### config.mk
export PLATFORM = sky130hd
export DESIGN_NAME = ber_delay_line
export DESIGN_NICKNAME = d
export VERILOG_FILES = /design/src/rtl/ber_checker_pkg.sv /design/src/rtl/ber_delay_line.sv
export SDC_FILE = /design/constraint.sdc
export NUM_CORES = 1
export LEC_CHECK = 0
export ABC_AREA = 1
export BUFFER_PORTS_ARGS = -buffer_cell sky130_fd_sc_hd__clkbuf_2
export CORE_ASPECT_RATIO = 0.9
export CORE_MARGIN = 4
export CORE_UTILIZATION = 23
export CTS_CLUSTER_DIAMETER = 50
export DETAILED_ROUTE_END_ITERATION = 8
export MAX_ROUTING_LAYER = met4
export PLACE_DENSITY = 0.37
export SLEW_MARGIN = 0
export SYNTH_ARGS = -nofsm -noshare
export SYNTH_HDL_FRONTEND = slang
export SYNTH_SLANG_ARGS = --single-unit
export TNS_END_PERCENT = 20
### constraint.sdc
create_clock -name clock -period 2.63 [get_ports clock]
set_input_delay 0 -clock clock [delete_from_list [all_inputs] [get_ports clock]]
set_output_delay 0 -clock clock [all_outputs]
set_load 0.05 [all_outputs]
### src/rtl/ber_checker_pkg.sv
// Shared constants, FSM encoding and delay helper for the PRBS9 BER checker.
package ber_checker_pkg;

    localparam int PRBS_PERIOD = 511;
    localparam int DLY_W       = 9;
    localparam logic [DLY_W-1:0] DLY_LAST = DLY_W'(PRBS_PERIOD - 1);

    typedef enum logic [1:0] {
        ST_FILL   = 2'd0,
        ST_SEARCH = 2'd1,
        ST_LOCKED = 2'd2
    } state_t;

    // Candidate delay advance; 510 wraps back to 0.
    function automatic logic [DLY_W-1:0] delay_next(input logic [DLY_W-1:0] d);
        return (d == DLY_LAST) ? '0 : DLY_W'(d + 1'b1);
    endfunction

endpackage

### src/rtl/ber_delay_line.sv
// Reference-bit history with a tap mux: tap d is the reference bit from d strobes ago,
// tap 0 being the bit presented on the current strobe.
module ber_delay_line
    import ber_checker_pkg::*;
(
    input  logic             clock,
    input  logic             reset,
    input  logic             i_shift,
    input  logic             i_ref_bit,
    input  logic [DLY_W-1:0] i_tap,
    output logic             o_tap_bit
);

    logic [PRBS_PERIOD-2:0] line;
    logic [PRBS_PERIOD-1:0] taps;

    assign taps      = {line, i_ref_bit};
    assign o_tap_bit = taps[i_tap];

    always_ff @(posedge clock) begin
        if (reset)
            line <= '0;
        else if (i_shift)
            line <= {line[PRBS_PERIOD-3:0], i_ref_bit};
    end

endmodule

Word level (Yosys, flattened, before mapping)
Cells that the tools add are included.
Widths: inputs -> output; s select.
{"block": "totals", "register_bits": 510, "input_bits": 13, "output_inout_bits": 1, "wordCells": 4}
{"block": "classes", "order_cmp": 1, "mux": 2}
{"op": "$lt 9x10->1 const B", "n": 1}
{"op": "$bmux 1 s9", "n": 1}
{"op": "$mux 1", "n": 1}

Depth between registers and ports, before layout
{"block": "logic_depth", "word_depth": 2, "ltp_mapped": 15, "ltp_nobuf": 13}

Least setup slack after synthesis
Ideal clock, no wire load.
{"block": "synth_path", "path_kind": "input -> output", "startpoint": "in i_tap[0]", "endpoint": "out o_tap_bit", "arrival_time_ps": 1357, "required_ps": 2630, "path_slack_ps": 1273, "path_stages": 15, "n_path_buf": 2, "path_cell_list": "inv_2 > buf_2 > buf_2 > nand2_1 > nand3_1 > nand3_1 > nand3_1 > nand3_1 > nand3_1 > nand2_1 > nand2_1 > nand3_1 > nand2_1 > nand2_1 > nand2_1"}
{"block": "synth_via", "elab_chain_cells": 2}
{"element": "start, declared", "line": "ber_delay_line.sv:10", "rtl": "input logic [DLY_W-1:0] i_tap,"}
{"element": "$bmux 1 s9", "line": "ber_delay_line.sv:18", "rtl": "assign o_tap_bit = taps[i_tap];"}
{"element": "$mux 1 (not written as such)", "line": "ber_delay_line.sv:18"}
{"element": "end, declared", "line": "ber_delay_line.sv:11", "rtl": "output logic o_tap_bit"}
Every way passes these cells. The select of a mux whose other input is x is not followed.

Final worst setup path
{"block": "layout_path", "startpoint": "reg line[110]", "endpoint": "out o_tap_bit"}
{"block": "layout_via", "elab_chain_cells": 2}
{"element": "start, declared", "line": "ber_delay_line.sv:14", "rtl": "logic [PRBS_PERIOD-2:0] line;"}
{"element": "start signal, assigned", "line": "ber_delay_line.sv:24", "rtl": "line <= {line[PRBS_PERIOD-3:0], i_ref_bit};"}
{"element": "$bmux 1 s9", "line": "ber_delay_line.sv:18"}
{"element": "$mux 1 (not written as such)", "line": "ber_delay_line.sv:18"}
Every way passes these cells. The select of a mux whose other input is x is not followed.

==> results.toml <==
[hold_path]
hp-class = "in2reg"

[cells_and_area]
final_cells = 4562
largest_register = "line"
layout.nets = 3253
n_fill_cell = 10600
area_growth_pct = 20.0
largest_reg_flops = 510
layout_commonest_cell = "nand2_1"
drive_gt1_frac = 0.0683
top_regs = "line x510"
final_cell_mix = "nand2_1 (1,542), a21oi_1 (510), dfxtp_1 (510)"
finalInstanceArea_um2 = 26700

[clocking]
clkSinkCount = 510
clkTransAtPathRegs_ps = 50
post_cts_buffers = 0
cts_tree = "done"
cts_buffer_depth = 3
cts_made_buffers = 83
h-tree-depth = 3
cts-root-buf = "clkbuf_16"
clk_latency_ps = 610

[floorplan]
coreArea_um2 = 95300
ios = 14
die_area_um2 = 102000
num_rows = 107
dieHeight_um = 303
die_width_um = 336
start_util = 0.234

[timing]
final-setup-viol-count = 0
fin_worst_skew_ps = 20.6
finalCritPeriodShare = 0.910
rsz0062_at_grt = "no"
slew_headroom = 0.530
worst_pin_slew_ps = 705
finalWorstSetupSlack_ps = 237
timing.fmax_ghz = 0.418
slew_violations = 0
finalCriticalPeriod_ps = 2390
finalSetupTns_ps = 0
finalHoldViolCount = 0

[place]
place_area_um2 = 23700
pre_cts_ws_ps = 421
port_buffers = 13
gp_congestion = 0.696
hpwl_mm = 37.9
dp.cells = 4405

[synthesis]
ys_seq_elements = 510
synth_area_um2 = 22300
yosysTopAreaCellShare = 0.459
synth_largest_area_cell = "dfxtp_1"
synth_nets = 3368
syn_inst = 3355
yosys.cell_types.count = 9
synth_warnings = 0
syn_avg_cell_area_um2 = 6.64
synthTopCellsByArea = "dfxtp_1 (46%), nand2_1 (26%), a21oi_1 (11%), nand3_1 (11%), clkbuf_1 (3.0%)"
ys_seq_area_frac = 0.459

[critical_path]
r2r_start = "line[254]"
ff2ff_setup_slack_ps = 1890
end_kind = "primary output"
crit_end = "o_tap_bit"
path_max_fanout = 3
crit_type = "reg2out"
rr_worst_depth = 2
critPathRequiredTime_ps = 2630
r2r-end = "line[255]"
crit_start = "line[110]"
cp-start-kind = "register"
worstPathArrival_ps = 2390

[power_and_ir_drop]
peakVddDrop_mv = 0.419
p_leak_nw = 8.52
power_frac_seq = 0.376
sw_frac_of_total = 0.248
p_int_mw = 15.5
switchingPower_mw = 5.11
clkPwrFrac = 0.563
pwr-share-comb = 0.061
power_density_nw_per_um2 = 771

[global_route]
antenna_found_initial = 1
grt_overflow = 0
grt_pass1_vias = 20200
grt_use_total = 0.144
grt_pass1_wl_mm = 116
grt_max_degree = 148

[routing]
firstDrtPassIters = 5
drc = 0
antenna_left = 0
via_count = 20700
wire_per_inst_um = 15.8
dr.first_iter.drc_count = 1412
routed_via_density = 4.54
routed_wl_mm = 71.9

[outcome]
status = "finished clean"

[flow_run]
drv_cap = 0
==> cell families (layout without fill, tap and decap cells) <==
logic type             Yosys count  after routing  synth area share
AO/OA/AOI/OAI                  510            510             0.115
AND/OR/NAND/NOR               2047           2047             0.373
flip-flops                     510            510             0.459
buffers and inverters          288            240            0.0533
other                            0              2                 0
==> synth_stat cells <==
library cell  instances
clkbuf_1            177
a21oi_1             510
nand2_1            1543
buf_1                17
inv_2                 3
inv_1                 7
buf_2                84
nand3_1             504
dfxtp_1             510
==> area by class of cell <==
class / instances / area, um^2 / share of cell area
Clock inverter: 48 / 644 / 0.0241
Inverter: 10 / 58.8 / 0.00220
Timing Repair Buffer: 78 / 1040 / 0.0391
Multi-Input combinational cell: 2557 / 10900 / 0.407
Antenna cell: 2 / 5.00 / 0.000187
Tap cell: 1253 / 1570 / 0.0587
Clock buffer: 104 / 2310 / 0.0864
Sequential cell: 510 / 10200 / 0.382
==> metrics by stage <==
stage | power (mW) | utilization | hold WS (ps)
4_1_cts | 21.0 | 0.280 | 190
3_5_place_dp | 9.18 | 0.249 | 288
6_report | 20.6 | 0.280 | 230
3_3_place_gp | 9.19 | 0.249 | 286
2_1_floorplan | 8.66 | - | 149
5_1_grt | 21.4 | 0.280 | 231
==> routing by layer <==
metal	up-vias	wire (um)	GRT usage
li1	10700	-	-
met1	9647	37600	0.203
met2	270	30200	0.212
met3	96	2930	0.0257
met4	0	1220	0.0387
met5	-	0	-
==> power by group through the flow <==
| stage | Combinational [mW] | Sequential (mW) | Clock [mW] |
|---|---|---|---|
| after floorplan | 0.763 | 7.90 | 0 |
| after global placement | 1.29 | 7.90 | 0 |
| after detailed placement | 1.28 | 7.90 | 0 |
| after CTS | 1.29 | 7.73 | 12.0 |
| after global routing | 1.38 | 7.73 | 12.3 |
| final | 1.26 | 7.74 | 11.6 |
==> worst max-delay path, stage by stage (launching register included) <==
cell and delay (ps):
dfxtp_1 370, nand2_1 70, nand3_1 90, nand3_1 80, nand3_1 130, nand3_1 100
nand3_1 230, nand2_1 80, nand2_1 70, nand3_1 70, nand2_1 120, nand2_1 80
nand2_2 110, buf_6 170
==> what timing repair did <==
action	CTS	global route
gates resized for setup	1	4
hold buffers	3	0
setup endpoints to repair	1	1
endpoints found under the hold margin	93	0
==> worst min-delay path by stage <==
stage | startpoint | end | slack, ps | depth (start not counted)
finish | i_ref_bit | line[0] | 230 | 4
global route | i_ref_bit | line[0] | 230 | 4
CTS | i_ref_bit | line[0] | 190 | 4
detailed placement | i_ref_bit | line[0] | 290 | 3
global placement | i_ref_bit | line[0] | 290 | 3
floorplan | i_ref_bit | line[0] | 150 | 2
Power figures use the tool's default switching activity.
